--- config.mk ---
export PLATFORM = sky130hd
export DESIGN_NAME = wb_regbank_flat
export DESIGN_NICKNAME = d
export VERILOG_FILES = /design/src/rtl/wb_regbank_if.sv /design/src/rtl/wb_regbank.sv /design/src/flat_wrapper.sv
export SDC_FILE = /design/constraint.sdc
export NUM_CORES = 1
export LEC_CHECK = 0
export CAP_MARGIN = 20
export CELL_PAD_IN_SITES_DETAIL_PLACEMENT = 0
export CELL_PAD_IN_SITES_GLOBAL_PLACEMENT = 1
export CORE_ASPECT_RATIO = 0.7
export CORE_MARGIN = 2
export CORE_UTILIZATION = 45
export CTS_CLUSTER_SIZE = 10
export DETAILED_ROUTE_END_ITERATION = 8
export PLACE_DENSITY_LB_ADDON = 0.1
export REMOVE_ABC_BUFFERS = 1
export SKIP_LAST_GASP = 1
export SLEW_MARGIN = 0
export SYNTH_ARGS = -nofsm -noshare
export SYNTH_HDL_FRONTEND = slang
export SYNTH_SLANG_ARGS = --single-unit
--- constraint.sdc ---
create_clock -name sys_clk -period 41.1 [get_ports sys_clk]
set_clock_uncertainty 0.2 [all_clocks]
set_input_delay 8.22 -clock sys_clk [delete_from_list [all_inputs] [get_ports sys_clk]]
set_output_delay 8.22 -clock sys_clk [all_outputs]
set_load 0.03 [all_outputs]
--- src/rtl/wb_regbank_if.sv ---
// Wishbone B4 slave bus bundle for wb_regbank (data, address, cycle-type and handshake).
interface wb_regbank_if;
  logic [31:0] wb_adr_i;
  logic [31:0] wb_dat_i;
  logic [31:0] wb_dat_o;
  logic [3:0]  wb_sel_i;
  logic [2:0]  wb_cti_i;
  logic        wb_we_i;
  logic        wb_cyc_i;
  logic        wb_stb_i;
  logic        wb_ack_o;

  modport master (
    output wb_adr_i, wb_dat_i, wb_sel_i, wb_cti_i, wb_we_i, wb_cyc_i, wb_stb_i,
    input  wb_dat_o, wb_ack_o
  );

  modport slave (
    input  wb_adr_i, wb_dat_i, wb_sel_i, wb_cti_i, wb_we_i, wb_cyc_i, wb_stb_i,
    output wb_dat_o, wb_ack_o
  );
endinterface

--- src/rtl/wb_regbank.sv ---
// 16-word Wishbone register bank: word 0 is a read-only ID, word 1 drives ctrl_o.
// Define WB_REGBANK_BURST_EN to enable incrementing-burst (cti=010) support.
module wb_regbank #(
  parameter logic [31:0] REG_ID   = 32'h5142_0001,
  parameter logic [31:0] CTRL_RST = 32'h0000_0000
) (
  input  logic        sys_clk,
  input  logic        sys_rst,
  wb_regbank_if.slave wb,
  output logic [31:0] ctrl_o
);

`ifdef WB_REGBANK_BURST_EN
  typedef enum logic [1:0] {StIdle, StAck, StBurst} state_e;
`else
  typedef enum logic [1:0] {StIdle, StAck} state_e;
`endif

  state_e      state_q, state_d;
  logic [3:0]  p_q, p_d;
  logic        ack_q, ack_d;
  logic [31:0] dat_q, dat_d;
  logic [31:0] regs_q [16];
  logic [31:0] regs_d [16];

  logic        access;
  logic [3:0]  acc_idx;
  logic        cyc_stb;

  assign cyc_stb = wb.wb_cyc_i & wb.wb_stb_i;

  always_comb begin
    state_d = state_q;
    p_d     = p_q;
    ack_d   = 1'b0;
    dat_d   = dat_q;
    access  = 1'b0;
    acc_idx = p_q;
    case (state_q)
      StIdle: begin
        if (cyc_stb) begin
          access  = 1'b1;
          acc_idx = wb.wb_adr_i[5:2];
          p_d     = wb.wb_adr_i[5:2];
          state_d = StAck;
`ifdef WB_REGBANK_BURST_EN
          if (wb.wb_cti_i == 3'b010) state_d = StBurst;
`endif
        end
      end
      StAck: state_d = StIdle;
`ifdef WB_REGBANK_BURST_EN
      StBurst: begin
        // Burst beats address from the internal pointer, never from wb_adr_i.
        if (!wb.wb_cyc_i) begin
          state_d = StIdle;
        end else if (wb.wb_stb_i) begin
          access  = 1'b1;
          acc_idx = p_q + 4'd1;
          p_d     = acc_idx;
          if (wb.wb_cti_i == 3'b111) state_d = StAck;
        end
      end
`endif
      default: state_d = StIdle;
    endcase
    if (access) begin
      ack_d = 1'b1;
      dat_d = (acc_idx == 4'd0) ? REG_ID : regs_q[acc_idx];
    end
  end

  always_comb begin
    regs_d = regs_q;
    if (access && wb.wb_we_i && (acc_idx != 4'd0)) begin
      for (int b = 0; b < 4; b++) begin
        if (wb.wb_sel_i[b]) regs_d[acc_idx][8*b +: 8] = wb.wb_dat_i[8*b +: 8];
      end
    end
  end

  always_ff @(posedge sys_clk or posedge sys_rst) begin
    if (sys_rst) begin
      state_q <= StIdle;
      p_q     <= 4'd0;
      ack_q   <= 1'b0;
      dat_q   <= 32'd0;
      for (int i = 0; i < 16; i++) begin
        regs_q[i] <= (i == 1) ? CTRL_RST : 32'd0;
      end
    end else begin
      state_q <= state_d;
      p_q     <= p_d;
      ack_q   <= ack_d;
      dat_q   <= dat_d;
      regs_q  <= regs_d;
    end
  end

  assign wb.wb_ack_o = ack_q;
  assign wb.wb_dat_o = dat_q;
  assign ctrl_o      = regs_q[1];

`ifdef WB_REGBANK_BURST_EN
  logic unused_in;
  assign unused_in = ^{wb.wb_adr_i[31:6], wb.wb_adr_i[1:0]};
`else
  logic unused_in;
  assign unused_in = ^{wb.wb_adr_i[31:6], wb.wb_adr_i[1:0], wb.wb_cti_i};
`endif

endmodule

--- src/flat_wrapper.sv ---
// flat-port wrapper written by rule: the top's interface ports become plain ports
module wb_regbank_flat 
#(
  parameter logic [31:0] REG_ID   = 32'h5142_0001,
  parameter logic [31:0] CTRL_RST = 32'h0000_0000
)
  (sys_clk, sys_rst, ctrl_o, wb_wb_adr_i, wb_wb_dat_i, wb_wb_sel_i, wb_wb_cti_i, wb_wb_we_i, wb_wb_cyc_i, wb_wb_stb_i, wb_wb_dat_o, wb_wb_ack_o);
  wb_regbank_if wb_i ();
  input  logic sys_clk;
  input  logic sys_rst;
  output logic [31:0] ctrl_o;
  input wire logic [$bits(wb_i.wb_adr_i)-1:0] wb_wb_adr_i;
  input wire logic [$bits(wb_i.wb_dat_i)-1:0] wb_wb_dat_i;
  input wire logic [$bits(wb_i.wb_sel_i)-1:0] wb_wb_sel_i;
  input wire logic [$bits(wb_i.wb_cti_i)-1:0] wb_wb_cti_i;
  input wire logic [$bits(wb_i.wb_we_i)-1:0] wb_wb_we_i;
  input wire logic [$bits(wb_i.wb_cyc_i)-1:0] wb_wb_cyc_i;
  input wire logic [$bits(wb_i.wb_stb_i)-1:0] wb_wb_stb_i;
  output wire logic [$bits(wb_i.wb_dat_o)-1:0] wb_wb_dat_o;
  output wire logic [$bits(wb_i.wb_ack_o)-1:0] wb_wb_ack_o;
  assign wb_i.wb_adr_i = wb_wb_adr_i;
  assign wb_i.wb_dat_i = wb_wb_dat_i;
  assign wb_i.wb_sel_i = wb_wb_sel_i;
  assign wb_i.wb_cti_i = wb_wb_cti_i;
  assign wb_i.wb_we_i = wb_wb_we_i;
  assign wb_i.wb_cyc_i = wb_wb_cyc_i;
  assign wb_i.wb_stb_i = wb_wb_stb_i;
  assign wb_wb_dat_o = wb_i.wb_dat_o;
  assign wb_wb_ack_o = wb_i.wb_ack_o;
  wb_regbank #(.REG_ID(REG_ID), .CTRL_RST(CTRL_RST)) u_core (.sys_clk(sys_clk), .sys_rst(sys_rst), .wb(wb_i), .ctrl_o(ctrl_o));
endmodule
* Word-level counts from Yosys, hierarchy flattened
Index checks and enable logic that the tools add are counted.
** Operators by class
- Order comparisons :: 2
- Eq/ne operators :: 1
- Mux-type cells :: 30
- Bitwise logic cells :: 2
- Reductions and logical operators :: 6
** Operators with widths (number)
- $mux 512 :: 7
- $bwmux 512 :: 4
- $demux 32 s4 :: 4
- $bmux 32 s4 :: 1
- $mux 32 :: 4
- $mux 24 :: 1
- $mux 16 :: 1
- $mux 4 :: 2
- $mux 8 :: 1
- $ge 5x5->1 const B :: 1
- $lt 5x1->1 const B :: 1
- $not 4->5 :: 1
- $logic_not 4->1 :: 1
- $mux 2 :: 2
- $reduce_bool 4->1 :: 1
- $logic_and 1x1->1 :: 3
- $mux 1 :: 3
- $logic_not 2->1 :: 1
- $ne 2x1->1 const B :: 1
- $and 1x1->1 :: 1
** Storage, ports and cells
- Register bits after elaboration :: 551
- Input port bits :: 76
- Word-level logic and storage cells :: 61

* Logic depth before layout (Yosys ltp)
- Word-level depth :: 19
- Depth in mapped cells :: 11
- Mapped depth without buffers :: 7

* Worst setup path before layout
OpenSTA, ideal clock, no wires.
- Path kind :: input port to flip-flop
- From :: input port wb_wb_cyc_i
- To :: register u_core.regs_q (netlist bit u_core.ctrl_o[13])
- Library setup time :: 0.125 ns
- Data arrival time :: 9.693 ns
- Data required time :: 40.775 ns
- Path slack :: 31.082 ns
- Stages on the path :: 7
- Buffers on the path :: 1
- Path through :: nand3b_4 -> a21oi_2 -> buf_2 -> and3_2 -> nand2_1 -> nor2_4 -> mux2_2
** Between the ends
- Cells in the longest elaborated chain, start to end :: 16
- Elaborated cells on any way between the ends :: 28
- Those cells by class :: order compare (2); mux (20); bitwise (2); reduce/logical (4)
** Ends and longest elaborated chain
- start: declaration :: RTL line flat_wrapper.sv:17 : input wire logic [$bits(wb_i.wb_cyc_i)-1:0] wb_wb_cyc_i;
- $and 1x1->1 (*) :: RTL line wb_regbank.sv:30 : assign cyc_stb = wb.wb_cyc_i & wb.wb_stb_i;
- $mux 4 :: RTL line wb_regbank.sv:41 : if (cyc_stb) begin
- $mux 4 :: RTL line wb_regbank.sv:39 : case (state_q)
- $not 4->5 (not written as such) :: RTL line wb_regbank.sv:77 : if (wb.wb_sel_i[b]) regs_d[acc_idx][8*b +: 8] = wb.wb_dat_i[8*b +: 8];
- $ge 5x5->1 (not written as such), or another cell as far along :: RTL line wb_regbank.sv:77
- $logic_and 1x1->1 (not written as such) / $bwmux 512 (equally long branches) :: RTL line wb_regbank.sv:77
- $mux 16 (not written as such) / $mux 512 (equally long branches) :: RTL line wb_regbank.sv:77
- $demux 32 s4 / $mux 512 (equally long branches) :: RTL line wb_regbank.sv:77, wb_regbank.sv:75
- $bwmux 512 :: RTL line wb_regbank.sv:77
- $mux 512 :: RTL line wb_regbank.sv:77
- $mux 512 :: RTL line wb_regbank.sv:75 : if (access && wb.wb_we_i && (acc_idx != 4'd0)) begin
- $bwmux 512 :: RTL line wb_regbank.sv:77
- $mux 512 :: RTL line wb_regbank.sv:77
- $mux 512 :: RTL line wb_regbank.sv:75
- $bwmux 512 :: RTL line wb_regbank.sv:77
- $mux 512 :: RTL line wb_regbank.sv:77
- end signal: indexed assignment :: RTL line wb_regbank.sv:89 : regs_q[i] <= (i == 1) ? CTRL_RST : 32'd0;
- end signal: assignment :: RTL line wb_regbank.sv:96 : regs_q <= regs_d;
- end: declaration :: RTL line wb_regbank.sv:23 : logic [31:0] regs_q [16];
Every way passes the cells marked *; elsewhere a longest branch is shown, timed or not. The select of a mux whose other input is x is not followed.
A chain may end at the register's enable or synchronous reset.

* Worst setup path after layout
- From :: input port wb_wb_cyc_i
- To :: register u_core.dat_q[24], in the netlist u_core.wb.wb_dat_o[24]
** Between the ends
- Cells in the longest elaborated chain, start to end :: 8
- Elaborated cells on any way between the ends :: 11
- Those cells by class :: mux (8); bitwise (2); reduce/logical (1)
** Ends and longest elaborated chain
- $and 1x1->1 (*) :: RTL line wb_regbank.sv:30
- $mux 4 :: RTL line wb_regbank.sv:41
- $mux 4 :: RTL line wb_regbank.sv:39
- $not 4->5 (not written as such) :: RTL line wb_regbank.sv:69 : dat_d = (acc_idx == 4'd0) ? REG_ID : regs_q[acc_idx];
- $bmux 32 s4 :: RTL line wb_regbank.sv:69
- $mux 32 (not written as such) (2 in a row) :: RTL line wb_regbank.sv:69
- $mux 32 :: RTL line wb_regbank.sv:69
- end signal: assignment :: RTL line wb_regbank.sv:95 : dat_q <= dat_d;
- end: declaration :: RTL line wb_regbank.sv:22 : logic [31:0] dat_q, dat_d;
Marked as above.

==> results.cfg <==
[route]
num_vias = 16850
final_antenna_net_count = 0
top_layer = met4
drt-met1-wl_mm = 33.08
wl_met3_mm = 3.517
wl_per_cell_um = 23.40
viasPerCell = 5.681
drt-initial-drc-count = 1107
dr.pass1.iters = 5
drt_drc_violations_left = 0
wl_met2_mm = 31.19
wl_mm = 69.39

[pwr]
p_leak_nw = 13.16
p_total_mw = 1.399
share_clk_of_total_power_pct = 34.5
powerDensity_mw_per_mm2 = 49.23
pwr-share-comb_pct = 19.5
sw_frac_of_total_pct = 29.48
p_seq_share_pct = 46.0
ir_worst_vdd_mv = 0.03048
p_switching_mw = 0.4124
intPower_mw = 0.9863

[critical_path]
critPathKind = in2reg
rrSetupSlack_ns = 35.70
required_ns = 41.35
arrival_ns = 13.38
path_max_fanout = 60
end_kind = register
start_kind = input pin

[synthesis]
seq_area_frac_synth_pct = 54.18
synth.distinct_cells = 39
postSynthAreaPerCell_um2 = 11.50
yosys.area.top_type = dfrtp_1
synth.ff_latch_count = 550
synth_warnings = 0
ys_top_cells_by_area = dfrtp_1, mux2_2, mux2_1
syn_area_mm2 = 0.02540
netlist.area_leader.share_pct = 54.18
netlist_instances = 2209

[run]
drv_cap = 0

[sta]
fin_tns_setup_ns = 0
fmax_ghz = 0.07618
layout_min_cycle_time_ns = 13.13
tightest_slew_ns = 1.073
maxSlewViolCount = 0
finalWorstSetupSlack_ns = 27.97
rsz0062_at_grt = false
max_slew_margin_pct = 28.49
finalHoldViolCount = 0
timing.final.crit_share_pct = 31.94
setup_violations = 0

[floorplan]
core_region_area_mm2 = 0.05549
fp.dieArea_mm2 = 0.05839
die_h_um = 202.8
boundaryPins = 141
die_w_um = 288.0
rows = 72
start_util_pct = 45.77

[outcome]
status = finished clean

[clocking]
postCtsSetupBuffers = 0
clk_pin_slew_ns = 0.06
numCtsBuffers = 61
postCtsHoldBufs = 0
cts_htree_levels = 2
clock_latency_ns = 0.62
clockBufferDepth = 3
clkSinkCount = 550
clk_root_buffer_cell = clkbuf_16
cts_resized = 0
cts_tree = done

[placement]
portBuffers = 109
dp_slack_ns = 27.38
place_congestion = 0.7438
hpwl_mm = 41.01

[layout]
nets = 2295
area_growth_pct = 11.86
insertedDiodeCount = 0
fill_cells = 4923
drive_gt1_share_pct = 21.97
utilization_pct = 51.20

[global_routing]
grtUsageTotal_pct = 24.16
grt_max_degree = 170
grt_pass1_wl_mm = 107.3
first_global_vias = 17390
antenna_found_initial = 0
globalRouteOverflowTotal = 0

[hold_path]
hold_class = reg2reg
[critical path: stages]
cell             delay (ns)
clkdlybuf4s50_1        0.47
nand3b_4               0.10
buf_4                  0.68
mux2i_4                0.95
buf_12                 0.47
inv_2                  0.35
buf_4                  0.34
buf_4                  0.34
nand2_1                0.39
o22ai_1                0.17
nor4_1                 0.66
a31oi_1                0.17
[layer usage]
layer	vias up	GRT usage, %
li1	7611	-
met1	8710	36.08
met2	431	36.78
met3	98	3.607
met4	0	6.310
met5	-	0
[state kept, by name, summed over array words and instances (netlist names)]
register	cells
u_core.ctrl_o	32
u_core.wb.wb_ack_o	1
u_core.p_q	4
u_core.regs_q	480
u_core.wb.wb_dat_o	32
u_core.state_q	1
[layout by cell type, fill, tap and decap left out, drive strengths merged]
master and count:
buf 24, nor4 5, a21o 1, a21oi 60, dfrtp 550, nand3 186
and3 4, mux2 484, o21ai 35, o31ai 18, nand4 2, o41ai 8
a31oi 23, inv 5, and4b 1, bufinv 1, clkinv 1, a32oi 12
clkdlybuf4s50 109, nor2 103, nand2 456, nand2b 4, clkbuf 68, mux2i 58
a221oi 1, o22ai 6, nand3b 1
[cells in the mapped netlist, drive strengths merged]
cell type    n
a21o         1
a221oi       1
nand3b       1
nand2      456
clkinv       1
nor2       103
nand2b       4
mux2i       58
o21ai       35
and3         4
dfrtp      550
mux2       484
clkbuf      92
o22ai        6
a32oi       12
and4b        1
o31ai       18
o41ai        8
buf         94
nor4         5
nand3      186
nand4        2
inv          4
a21oi       60
a31oi       23
[final cells by class]
| cell class | count | area [um2] | share of cell area, % |
|---|---|---|---|
| timing repair buffer | 133 | 1309 | 4.606 |
| sequential | 550 | 13760 | 48.44 |
| clock inverter | 2 | 38.79 | 0.1365 |
| clock buffer | 68 | 1605 | 5.650 |
| tap | 740 | 925.9 | 3.259 |
| inverter | 5 | 33.78 | 0.1189 |
| multi-input combinational | 1468 | 10740 | 37.79 |
[power by group through the flow]
| stage | sequential, mW | combinational [mW] | clock [mW] |
|---|---|---|---|
| floorplan | 0.672 | 0.149 | 0 |
| global placement | 0.648 | 0.270 | 0 |
| detailed placement | 0.652 | 0.275 | 0 |
| CTS | 0.643 | 0.275 | 0.495 |
| global route | 0.652 | 0.296 | 0.519 |
| finish | 0.643 | 0.273 | 0.482 |
[through the flow]
stage	hold slack [ns]	instance area (um2)	instances
final	0.1740	28410	2966
after detailed placement	0.1652	26760	2895
after floorplan	0.1535	24470	2023
after global routing	0.1807	28410	2966
after global placement	0.1645	26760	2895
after CTS	0.1789	28400	2965
[final timing paths]
kind | from | end | cells past startpoint
worst max-delay path | wb_wb_cyc_i | u_core.wb.wb_dat_o[24]$_DFFE_PP0N_ | 12
max in group asynchronous | sys_rst | u_core.regs_q[150]$_DFFE_PP0P_ | 5
worst max register to register | u_core.state_q[0]$_DFFE_PP0P_ | u_core.wb.wb_dat_o[24]$_DFFE_PP0N_ | 11
min in group asynchronous | sys_rst | u_core.regs_q[491]$_DFFE_PP0P_ | 2
worst min register to register | u_core.regs_q[500]$_DFFE_PP0P_ | u_core.regs_q[500]$_DFFE_PP0P_ | 0
worst min-delay path | u_core.regs_q[500]$_DFFE_PP0P_ | u_core.regs_q[500]$_DFFE_PP0P_ | 0
[cells by family after synthesis]
logic type	Yosys count	synth area share (%)
muxes	542	23.89
AOI/OAI and AO/OA	164	3.887
DFF	550	54.18
buffers and inverters	191	3.729
and+or+nand+nor	762	14.31
Note: power is estimated with default switching activity, not from simulation.
==> RTL edit, RTL diff (same settings) <==
The option `WB_REGBANK_BURST_EN` is turned on by a define.
--- a/src/rtl/wb_regbank.sv
+++ b/src/rtl/wb_regbank.sv
@@ -1,5 +1,7 @@
 // 16-word Wishbone register bank: word 0 is a read-only ID, word 1 drives ctrl_o.
 // Define WB_REGBANK_BURST_EN to enable incrementing-burst (cti=010) support.
+`define WB_REGBANK_BURST_EN
+
 module wb_regbank #(
   parameter logic [31:0] REG_ID   = 32'h5142_0001,
   parameter logic [31:0] CTRL_RST = 32'h0000_0000
Function: not settled (the Yosys comparison gave no result); the edit may change what the design does.
==> RTL edit against the original RTL <==
Sequential cell count is 6 lower. Setup slack got worse by 0.72 ns. Cell area decreased by 1.6%. Wire length about the same. Maximum frequency is 5.2% lower. Utilization shrank 0.48 points. Power is 0.46% higher. Area after synthesis decreased by 1.4%. Critical path type unchanged. Critical endpoint is now u_core.regs_q[85]. Largest power group unchanged.
==> RTL edit: results (changes against the original RTL) <==
qor: yosys.yosysSeqAreaShare 54.35% [was 54.18%]
qor: drt.route.detailed.vias_per_inst 5.909 [was 5.681]
qor: critical_path.critical_path.max_fanout 119 [was 60]
qor: global_route.first_global_vias 16824 [was 17388]
qor: placement.place_area 26340 sq um [was 26760 sq um]
qor: critical_path.arrival 14.14 ns [was 13.38 ns]
qor: status.outcome finished, final reports clean [unchanged]
qor: power.irDropWorstVdd 0.03490 mV [was 0.03048 mV]
qor: critical_path.max_stage_delay 1.04 ns [was 0.95 ns]
qor: finish.post_route_cells_drive_above_1_share 26.85% [was 21.97%]
qor: finish.largest_reg_flops 473 [was 480]
qor: finish.design.final.nets 2152 [was 2295]
qor: drt.detail_route.iter0.violations 1020 [was 1107]
qor: yosys.synth.area.top_cells dfrtp_1, mux2_2, nand2_1 [was dfrtp_1, mux2_2, mux2_1]
qor: clocking.cts_made_buffers 60 [was 61]
qor: global_route.all_layer_gr_usage 24.21% [was 24.16%]
qor: clocking.ctsHtreeMaxLevel 2 [unchanged]
qor: global_route.pin_count_of_the_biggest_net_entering_global_routing 158 [was 170]
qor: placement.globalplace.congestion 0.7478 [was 0.7438]
qor: critical_path.timing.critical_path.slowest_stage_cell inv_6 [was mux2i_4]
qor: drt.routed_wl 69350 um [was 69390 um]
qor: power.p_leak 12.96 nW [was 13.16 nW]
qor: global_route.first_pass_grt_wire_length 106200 um [was 107300 um]
qor: yosys.synth.top_cells.by_count dfrtp_1, mux2_2, nand2_1, a21oi_1, clkbuf_1 [was dfrtp_1, nand2_1, mux2_2, nand3_1, mux2_1]
qor: placement.portBuffers 112 [was 109]
qor: sta.max-slew-margin-rel 30.54% [was 28.49%]
qor: yosys.yosys.cell_types.count 51 [was 39]
qor: placement.hpwlAfterDp 39700 um [was 41010 um]
qor: global_route.grt_antenna_before_repair 1 [was 0]
## RTL edit: cell count changes after synthesis, moves of 15 or more
cell / change
nor2_1: +22
nand3_1: -161
nor2_4: -50
a211oi_1: +81
mux2_2: +90
a21oi_1: +59
a22oi_1: +33
and3_1: +18
mux4_2: +15
mux2i_1: -23
nand2_1: -190
o22ai_1: +27
nor2_2: +16
mux2_1: -91
## RTL edit: critical path, delay by kind of cell
family / cells / cell delay, ns
buffers and inverters: 5 / 3.39
muxes: 1 / 0.45
and+or+nand+nor: 6 / 2.02
## RTL edit: through the flow
stage	power (mW)	util [%]	std cells	worst slack, ns
global placement	0.9429	47.78	2751	26.66
finish	1.405	50.72	2822	27.25
floorplan	0.8377	-	1880	17.47
CTS	1.419	50.62	2820	27.25
global route	1.474	50.72	2822	26.92
detailed placement	0.9500	47.78	2751	26.59
## RTL edit: final cells by class
cell class / count / area [sq um]
Tap cell: 740 / 925.9
Timing Repair Buffer: 133 / 1331
Clock inverter: 2 / 17.52
Fill cell: 4862 / 27170
Clock buffer: 67 / 1549
Sequential cell: 544 / 13610
Multi-Input combinational cell: 1330 / 10490
Inverter: 6 / 40.04
## RTL edit: logic make-up (layout without fill, tap and decap cells)
group / Yosys count / in the layout / synth area share (%)
AOI/OAI and AO/OA: 373 / 373 / 9.797
buffers and inverters: 197 / 208 / 3.857
muxes: 531 / 531 / 24.43
and+or+nand+nor: 425 / 425 / 7.509
DFF: 544 / 544 / 54.35
adders and majority gates: 1 / 1 / 0.04995
## RTL edit: where the power goes
part	internal, mW	switching, mW
logic	0.117	0.183
registers	0.602	0.0384
clock network	0.260	0.204
total	0.980	0.425
## RTL edit: path summary, 6_finish.rpt
check,start,to,slack [ns],depth (start not counted)
worst max-delay path,wb_wb_stb_i,u_core.regs_q[85],27.25,12
worst min-delay path,u_core.regs_q[491],u_core.regs_q[491],0.17,0
worst max register to register,u_core.state_q[0],u_core.regs_q[85],34.96,11
worst min register to register,u_core.regs_q[491],u_core.regs_q[491],0.17,0
max in group asynchronous,sys_rst,u_core.ctrl_o[13],29.83,6
min in group asynchronous,sys_rst,u_core.regs_q[351],7.98,2
## RTL edit: metal layers
layer,share of wire [%],vias to the layer above,GRT usage (%)
met3,4.5,124,3.594
met1,49,8732,36.28
met2,45,378,36.60
met5,0.014,-,0
li1,-,7439,-
met4,2.4,2,6.638
